===== config.mk =====
export PLATFORM = sky130hd
export DESIGN_NAME = cpu_run_controller
export DESIGN_NICKNAME = d
export VERILOG_FILES = /design/src/rtl/cpu_run_controller.sv
export SDC_FILE = /design/constraint.sdc
export NUM_CORES = 1
export LEC_CHECK = 0
export ABC_AREA = 0
export ABC_CLOCK_PERIOD_IN_PS = 6000
export CORE_MARGIN = 1.5
export CORE_UTILIZATION = 50
export CTS_BUF_LIST = sky130_fd_sc_hd__clkbuf_16
export CTS_CLUSTER_SIZE = 20
export DETAILED_ROUTE_END_ITERATION = 12
export GPL_TIMING_DRIVEN = 0
export PLACE_DENSITY = 0.83
export SYNTH_ARGS = -nofsm -noshare
export SYNTH_HDL_FRONTEND = slang
export SYNTH_SLANG_ARGS = --single-unit

===== constraint.sdc =====
create_clock -name clk -period 6 [get_ports clk]
set_clock_uncertainty 0.15 [all_clocks]
set_input_delay 1.5 -clock clk [delete_from_list [all_inputs] [get_ports clk]]
set_output_delay 1.5 -clock clk [all_outputs]
set_load 0.02 [all_outputs]

===== src/rtl/cpu_run_controller.sv =====
// Run sequencer for the pipelined BPF CPU: arbitrates instruction memory between the
// program loader and packet execution, and delivers each packet's verdict downstream.
module cpu_run_controller #(
    parameter int unsigned TIMEOUT = 1024,
    parameter int unsigned CNT_W   = 16
) (
    input  logic             clk,
    input  logic             rst,
    input  logic             pkt_ready,
    output logic             pkt_release,
    input  logic             prog_wr_req,
    output logic             prog_wr_gnt,
    output logic             cpu_halt,
    output logic             PC_rst,
    input  logic             cpu_ret,
    input  logic [31:0]      cpu_ret_val,
    output logic             verdict_valid,
    input  logic             verdict_ready,
    output logic             verdict_accept,
    output logic [31:0]      verdict_len,
    output logic             verdict_timeout,
    output logic [CNT_W-1:0] cycles_used
);

    typedef enum logic [2:0] {StIdle, StStart, StRun, StDone, StLoad} state_e;

    localparam logic [CNT_W-1:0] TimeoutLast = CNT_W'(TIMEOUT - 1);
    localparam logic [CNT_W-1:0] TimeoutCnt  = CNT_W'(TIMEOUT);

    state_e             state_q, state_d;
    logic [CNT_W-1:0]   cnt_q, cnt_d;
    logic               accept_q, accept_d;
    logic [31:0]        len_q, len_d;
    logic               timeout_q, timeout_d;
    logic [CNT_W-1:0]   cycles_q, cycles_d;

    always_ff @(posedge clk) begin
        if (rst) begin
            state_q   <= StIdle;
            cnt_q     <= '0;
            accept_q  <= 1'b0;
            len_q     <= '0;
            timeout_q <= 1'b0;
            cycles_q  <= '0;
        end else begin
            state_q   <= state_d;
            cnt_q     <= cnt_d;
            accept_q  <= accept_d;
            len_q     <= len_d;
            timeout_q <= timeout_d;
            cycles_q  <= cycles_d;
        end
    end

    always_comb begin
        state_d   = state_q;
        cnt_d     = cnt_q;
        accept_d  = accept_q;
        len_d     = len_q;
        timeout_d = timeout_q;
        cycles_d  = cycles_q;
        unique case (state_q)
            StIdle: begin
                // Loader wins ties so a program update is never starved by traffic.
                if (prog_wr_req) begin
                    state_d = StLoad;
                end else if (pkt_ready) begin
                    state_d = StStart;
                end
            end
            StStart: begin
                cnt_d   = '0;
                state_d = StRun;
            end
            StRun: begin
                cnt_d = cnt_q + CNT_W'(1);
                if (cpu_ret) begin
                    accept_d  = (cpu_ret_val != 32'd0);
                    len_d     = cpu_ret_val;
                    timeout_d = 1'b0;
                    cycles_d  = cnt_q + CNT_W'(1);
                    state_d   = StDone;
                end else if (cnt_q == TimeoutLast) begin
                    accept_d  = 1'b0;
                    len_d     = '0;
                    timeout_d = 1'b1;
                    cycles_d  = TimeoutCnt;
                    state_d   = StDone;
                end
            end
            StDone: begin
                if (verdict_ready) begin
                    state_d = StIdle;
                end
            end
            StLoad: begin
                if (!prog_wr_req) begin
                    state_d = StIdle;
                end
            end
            default: state_d = StIdle;
        endcase
    end

    assign cpu_halt        = (state_q != StRun);
    assign PC_rst          = (state_q == StStart);
    assign verdict_valid   = (state_q == StDone);
    assign pkt_release     = (state_q == StDone) && verdict_ready;
    assign prog_wr_gnt     = (state_q == StLoad) && prog_wr_req;
    assign verdict_accept  = accept_q;
    assign verdict_len     = len_q;
    assign verdict_timeout = timeout_q;
    assign cycles_used     = cycles_q;

endmodule


**Word-level counts from Yosys, hierarchy flattened**

Cells that the tools add are included.

- Register bits: 69
- Bits of input ports: 38
- Output and inout bits: 55
- Word-level logic and storage cells: 41

- Add/subtract/negate cells: 1
- Equality and inequality tests: 10
- Mux-type cells: 16
- Reduce and logical (&&, ||, !) cells: 8

Operators by type and width:

| cell | number |
|---|---|
| 2-to-1 mux 32 bit | 2 |
| 2-to-1 mux 16 bit | 2 |
| one-hot mux 16 bit (2 select lines) | 1 |
| nonzero test 32 bit | 1 |
| 2-to-1 mux 3 bit | 6 |
| adder 16 x 1 -> 16 bit (second input constant) | 1 |
| equality test 16 x 10 -> 1 bit (second input constant) | 1 |
| one-hot mux 3 bit (5 select lines) | 1 |
| equality test 3 x 2 -> 1 bit (second input constant) | 2 |
| inequality test 3 bit (second input constant) | 2 |
| 2-to-1 mux 1 bit | 4 |
| AND reduction 4 bit | 1 |
| nonzero test 2 bit | 2 |
| equality test 3 x 1 -> 1 bit (second input constant) | 1 |
| equality test 3 bit (second input constant) | 1 |
| zero test 3 bit | 1 |
| inequality test 3 x 2 -> 1 bit (second input constant) | 1 |
| logical AND 1 bit | 2 |
| inequality test 2 x 1 -> 1 bit (second input constant) | 1 |
| inequality test 2 bit (second input constant) | 1 |
| AND reduction 2 bit | 1 |

**Depth between registers and ports, before layout**

Gate-level depths: netlist (run 1).

- Depth in word-level cells: 4
- Gate-level depth with buffers: 8
- Depth with buffers taken out: 5

**Least setup slack after synthesis (run 1)**

Ideal clock, no wire load.

- Path kind: input to output
- Start: input prog_wr_req
- End: output prog_wr_gnt
- Arrival time: 1.746 ns
- Required time: 4.350 ns
- Setup slack: 2.604 ns
- Stages on the path: 1
- Path buffers: 0
- Cells stage by stage: and3_1

- Longest elaborated chain between the ends: 1

Ends and longest elaborated chain:

| element | RTL line | text |
|---|---|---|
| start, declared | 11 | `input logic prog_wr_req,` |
| logical AND 1 bit | 109 | `assign prog_wr_gnt = (state_q == StLoad) && prog_wr_req;` |
| end, declared | 12 | `output logic prog_wr_gnt,` |

No other way between the ends.

**Final worst setup path (run 1)**

Same ends and word-level chain as after synthesis.

==> results.sh, run 1 <==
export IMPL_synth_edf_count=0
export IMPL_track_usage_pct=26.1
export IMPL_min_period_ns=4.38
export IMPL_num_rows=29
export IMPL_reg2reg_from="cnt_q[1]"
export IMPL_cts_buffers_inserted=9
export IMPL_cts_clk_slew_worst_paths_ns=0.05
export IMPL_dieWidth_um=83.6
export IMPL_grt_pass1_vias=3174
export IMPL_die_y_um=83.6
export IMPL_clock_latency_ns=0.33
export IMPL_hold_path_class="reg2reg"
export IMPL_root_buffer="clkbuf_16"
export IMPL_post_dp_hpwl_um=6580
export IMPL_timing_final_crit_share_pct=73.0
export IMPL_synth_distinct_cells=50
export IMPL_cts_sinks=69
export IMPL_grt_overflow_total=0
export IMPL_tritoncts="built"
export IMPL_p_total_w=0.00116
export IMPL_initial_core_util_pct=51.5
export IMPL_hold_buffers=0
export IMPL_grt_max_degree=13
export IMPL_rsz0062_at_grt="false"
export IMPL_drc_errors=0
export IMPL_core_area_mm2=0.00631
export IMPL_cap_viol_max_count=0
export IMPL_vias=3453
export IMPL_drv_slew=0
export IMPL_synth_seq_area_share_pct=42.5
export IMPL_fin_setup_tns_ns=0
export IMPL_synthesis_instances=379
export IMPL_yosys_top_cells_area="dfxtp_1 (42%), a22oi_1 (8.5%), nand3_1 (7.8%)"
export IMPL_port_buffers=91
export IMPL_num_antenna_cells=0
export IMPL_synth_seq_cells=69
export IMPL_leakage_nw=1.60
export IMPL_ant_nets=0
export IMPL_critPathArrivalTime_ns=2.73
export IMPL_grt_pass1_wl_um=14900
export IMPL_layout_nets=520
export IMPL_synth_net_count=418
export IMPL_grt_antenna_before_repair=0
export IMPL_setup_viol=0
export IMPL_die_area_mm2=0.00700
export IMPL_finalHoldViolCount=0
export IMPL_drive_gt1_share_pct=7.41
export IMPL_syn_area_per_cell_um2=8.58
export IMPL_fmax_mhz=228
export IMPL_crit_path_start="prog_wr_req"
export IMPL_synth_ff_type="dfxtp_1"
export IMPL_clock_path_buffers=2
export IMPL_async_flop_share_pct=0
export IMPL_wl_um=9240
export IMPL_worstSetupPathType="in2out"
export IMPL_worst_slew_pin_slew_ns=0.751
export IMPL_r2r_setup_slack_ns=3.57
export IMPL_routedWlPerCell_um=16.4
export IMPL_status="finished, final reports clean"
export IMPL_firstDrtPassIters=5
export IMPL_drt_iter0_drc=250
export IMPL_critPathRequiredTime_ns=4.35
export IMPL_cts_resized=0
export IMPL_cp_max_fo=3
export IMPL_num_io_pins=93
export IMPL_cts_setup_buffers=0
export IMPL_ys_warn_count=0
export IMPL_htree_levels=3
export IMPL_synth_area_leader_cell="dfxtp_1"
export IMPL_critPathLaunchType="input pin"
export IMPL_hp_start="verdict_accept"
export IMPL_max_slew_margin_pct=49.5
export IMPL_place_congestion=0.904
export IMPL_syn_area_mm2=0.00325
export IMPL_vias_per_cell=6.13
export IMPL_syn_to_final_growth_pct=40.7
export IMPL_peakVddDrop_mv=0.235
export IMPL_cp_end_kind="output port"
export IMPL_power_density_mw_per_mm2=254
export IMPL_synth_top_area_share_pct=42.5
[synth_stat cells, types with 2 or more instances]
library cell	count
a211oi_1	2
o21ai_0	9
xnor2_1	6
dfxtp_1	69
a211o_1	2
nand2_1	12
and4_1	4
a21oi_1	44
a21o_1	2
buf_2	11
xor2_1	7
a311oi_1	2
nor3_1	3
and2_1	4
nor4_1	12
or3_1	2
clkbuf_1	21
nand3b_1	4
and3_1	4
a22o_1	8
nand3_1	51
nand4_2	2
buf_1	2
nor2_1	17
a31oi_1	5
o211a_1	2
nand4_1	6
o31ai_1	2
a22oi_1	37
nor3b_1	3
inv_1	4
buf_6	2
[cell usage in the layout, fill, tap and decap left out, types with 7 or more instances in the layout]
| cell | n |
|---|---|
| xor2_1 | 7 |
| nor4_1 | 12 |
| nor2_1 | 17 |
| a22oi_1 | 37 |
| clkbuf_1 | 21 |
| buf_2 | 11 |
| o21ai_0 | 9 |
| nand3_1 | 51 |
| dfxtp_1 | 69 |
| clkbuf_16 | 9 |
| a21oi_1 | 44 |
| clkdlybuf4s50_1 | 91 |
| a22o_1 | 8 |
| nand2_1 | 12 |
[cell type report]
cell class / count / area (um2)
plain buffers: 37 / 169
flip-flops and latches: 69 / 1380
clock buffers: 9 / 225
inverters: 5 / 18.8
well taps: 77 / 96.3
fillers: 508 / 1740
repair buffers: 91 / 911
clock inverters: 7 / 90.1
multi-input cells: 268 / 1680
[critical path, cell delays in order]
cell and delay [ns]:
clkdlybuf4s50_1 0.48, and3_1 0.15, clkdlybuf4s50_1 0.60
[registers in the layout, summed over array words and instances (netlist names)]
signal,cells
cycles_used,16
state_q,3
verdict_accept,1
cnt_q,16
verdict_timeout,1
verdict_len,32
[cell families after synthesis]
| kind of cell | count (synthesis) | synth area share [%] |
|---|---|---|
| flops | 69 | 42.5 |
| buf+inv | 42 | 5.77 |
| mux | 1 | 0.308 |
| xor+xnor | 13 | 3.50 |
| simple gates | 132 | 23.0 |
| fa+ha+maj | 1 | 0.385 |
| compound gates | 121 | 24.5 |
[metal layers]
metal	wire length (um)	global-route usage (%)
met1	3920	32.4
met2	4490	43.0
met3	612	5.34
met4	216	13.3
met5	0	0
[power by group]
| part | switching, W | total (W) | internal (W) |
|---|---|---|---|
| combinational | 0.0000669 | 0.000126 | 0.0000595 |
| clock | 0.000197 | 0.000558 | 0.000361 |
| sequential | 0.00000767 | 0.000477 | 0.000469 |
| total | 0.000272 | 0.00116 | 0.000890 |
[through the flow]
stage / util (%) / area, um2 / setup WS, ns / std cells / hold WS [ns]
finish: 72.5 / 4570 / 1.62 / 563 / 0.320
global route: 72.5 / 4570 / 1.58 / 563 / 0.342
CTS: 72.5 / 4570 / 1.61 / 563 / 0.323
detailed placement: 67.5 / 4260 / 1.61 / 547 / 0.306
global placement: 67.5 / 4260 / 1.61 / 547 / 0.294
floorplan: - / 3250 / 2.60 / 379 / 0.312
[final timing paths]
kind / endpoint / cells past startpoint
setup reg to reg: cycles_used[15] / 7
hold reg to reg: verdict_accept / 1
hold / removal: verdict_accept / 1
setup / recovery: prog_wr_gnt / 3
No activity file was read; power rests on OpenSTA's default activity.
==> run 2: changes to the inputs <==
Settings changed: ABC_CLOCK_PERIOD_IN_PS 6000 to 3750, CORE_UTILIZATION 50 to 43, PLACE_DENSITY 0.83 to 0.76.
Clock period 6 ns to 3.75 ns, I/O delays scaled along.
==> results.sh, run 2 (synthesis results as in run 1) <==
export IMPL_status="finished, final reports clean"
export IMPL_final_common_cell="clkdlybuf4s50_1"
export IMPL_wl_met3_um=458
export IMPL_core_area_mm2=0.00729
export IMPL_peakVddDrop_mv=0.249
export IMPL_drc_errors=0
export IMPL_setup_slack_ns=0.387
export IMPL_power_density_mw_per_mm2=388
export IMPL_clock_latency_ns=0.33
export IMPL_multi_input_area_mm2=0.00168
export IMPL_num_antenna_cells=0
export IMPL_cts_sinks=69
export IMPL_grt_pass1_wl_um=14800
export IMPL_cp_end_kind="output port"
export IMPL_routedWlPerCell_um=15.5
export IMPL_vias=3337
export IMPL_grt_overflow_total=0
export IMPL_m1WireLength_um=4180
export IMPL_htree_levels=3
export IMPL_regArea_mm2=0.00138
export IMPL_most_common_layout_cells="clkdlybuf4s50_1 (91), dfxtp_1 (69), nand3_1 (51)"
export IMPL_top_layer="met4"
export IMPL_port_buffers=91
export IMPL_largest_register_ffs=32
export IMPL_cap_viol_max_count=0
export IMPL_dp_cells=569
export IMPL_cp_max_fo=10
export IMPL_die_area_mm2=0.00809
export IMPL_critPathLaunchType="flop"
export IMPL_dieWidth_um=90.0
export IMPL_firstDrtPassIters=5
export IMPL_die_y_um=90.0
export IMPL_vias_per_cell=5.71
export IMPL_tritoncts="built"
export IMPL_rsz0062_at_grt="false"
export IMPL_grt_antenna_before_repair=0
export IMPL_root_buffer="clkbuf_16"
export IMPL_clock_path_buffers=2
export IMPL_drt_iter0_drc=220
export IMPL_post_dp_hpwl_um=6490
export IMPL_cts_setup_buffers=0
export IMPL_fmax_mhz=297
export IMPL_wl_um=9080
export IMPL_max_slew_margin_pct=47.7
export IMPL_min_period_ns=3.36
export IMPL_place_congestion=0.889
export IMPL_pre_cts_slack_ns=0.477
export IMPL_finalHoldViolCount=0
export IMPL_worst_slew_pin_slew_ns=0.778
export IMPL_num_io_pins=93
export IMPL_num_rows=31
export IMPL_hold_buffers=0
export IMPL_initial_core_util_pct=44.6
export IMPL_grt_max_degree=12
export IMPL_ant_nets=0
export IMPL_worstSetupPathType="reg2out"
export IMPL_leakage_nw=1.59
export IMPL_hold_path_class="reg2reg"
export IMPL_drive_gt1_share_pct=7.01
export IMPL_cts_buffers_inserted=9
export IMPL_final_cells=584
export IMPL_timing_final_crit_share_pct=89.7
export IMPL_critPathRequiredTime_ns=2.66
export IMPL_cts_resized=0
export IMPL_fin_setup_tns_ns=0
export IMPL_setup_viol=0
export IMPL_critPathArrivalTime_ns=2.28
export IMPL_layout_nets=520
export IMPL_grt_pass1_vias=3064
export IMPL_cts_clk_slew_worst_paths_ns=0.06
export IMPL_fill_cells=664
export IMPL_syn_to_final_growth_pct=40.4
export IMPL_track_usage_pct=22.2
export IMPL_drv_slew=0
export IMPL_met2WireLength_um=4310
## run 2: cell types whose count changed in the layout (fill, tap and decap cells not counted)
cell | previous run | this run
bufinv_16 | 2 | 1
clkinv_4 | 1 | 0
clkinv_1 | 1 | 2
## run 2: layer usage
metal / vias to the layer above / track usage [%]
met5: - / 0
met4: 0 / 7.80
met3: 13 / 3.72
met2: 109 / 36.3
met1: 1577 / 29.6
li1: 1638 / -
## run 2: layout make-up
| cell class | instances | area share [%] |
|---|---|---|
| clock buffer | 9 | 4.93 |
| inverter | 5 | 0.411 |
| buffer | 37 | 3.70 |
| timing repair buffer | 91 | 19.9 |
| multi-input combinational | 268 | 36.8 |
| clock inverter | 6 | 1.21 |
| tap | 99 | 2.71 |
| sequential | 69 | 30.2 |
## run 2: critical path: stages, from the launching register on
cell and delay, ns:
dfxtp_1 0.29, buf_2 0.15, nor3b_4 0.18, inv_2 0.08
buf_6 0.14, clkbuf_1 0.39, clkdlybuf4s50_1 0.70
## run 2: worst paths after layout
path | startpoint | end | slack, ns | depth (start not counted)
hold / removal | cycles_used[15] | cycles_used[15] | 0.31 | 1
setup / recovery | state_q[1] | cpu_halt | 0.39 | 6
setup reg to reg | cnt_q[1] | cycles_used[15] | 1.32 | 7
hold reg to reg | cycles_used[15] | cycles_used[15] | 0.31 | 1
## run 2: power by group
part           switching [W]  internal [W]
clock               0.000306      0.000503
sequential         0.0000121      0.000751
combinational       0.000106     0.0000952
total               0.000424       0.00135
## run 2: through the flow
step | utilization [%] | cell area [um2] | total power, W | hold WS [ns]
6_report | 62.6 | 4570 | 0.00177 | 0.313
5_1_grt | 62.6 | 4570 | 0.00183 | 0.349
4_1_cts | 62.6 | 4570 | 0.00178 | 0.317
3_5_place_dp | 58.8 | 4290 | 0.000979 | 0.304
3_3_place_gp | 58.8 | 4290 | 0.000976 | 0.295
2_1_floorplan | - | 3250 | 0.000877 | 0.312
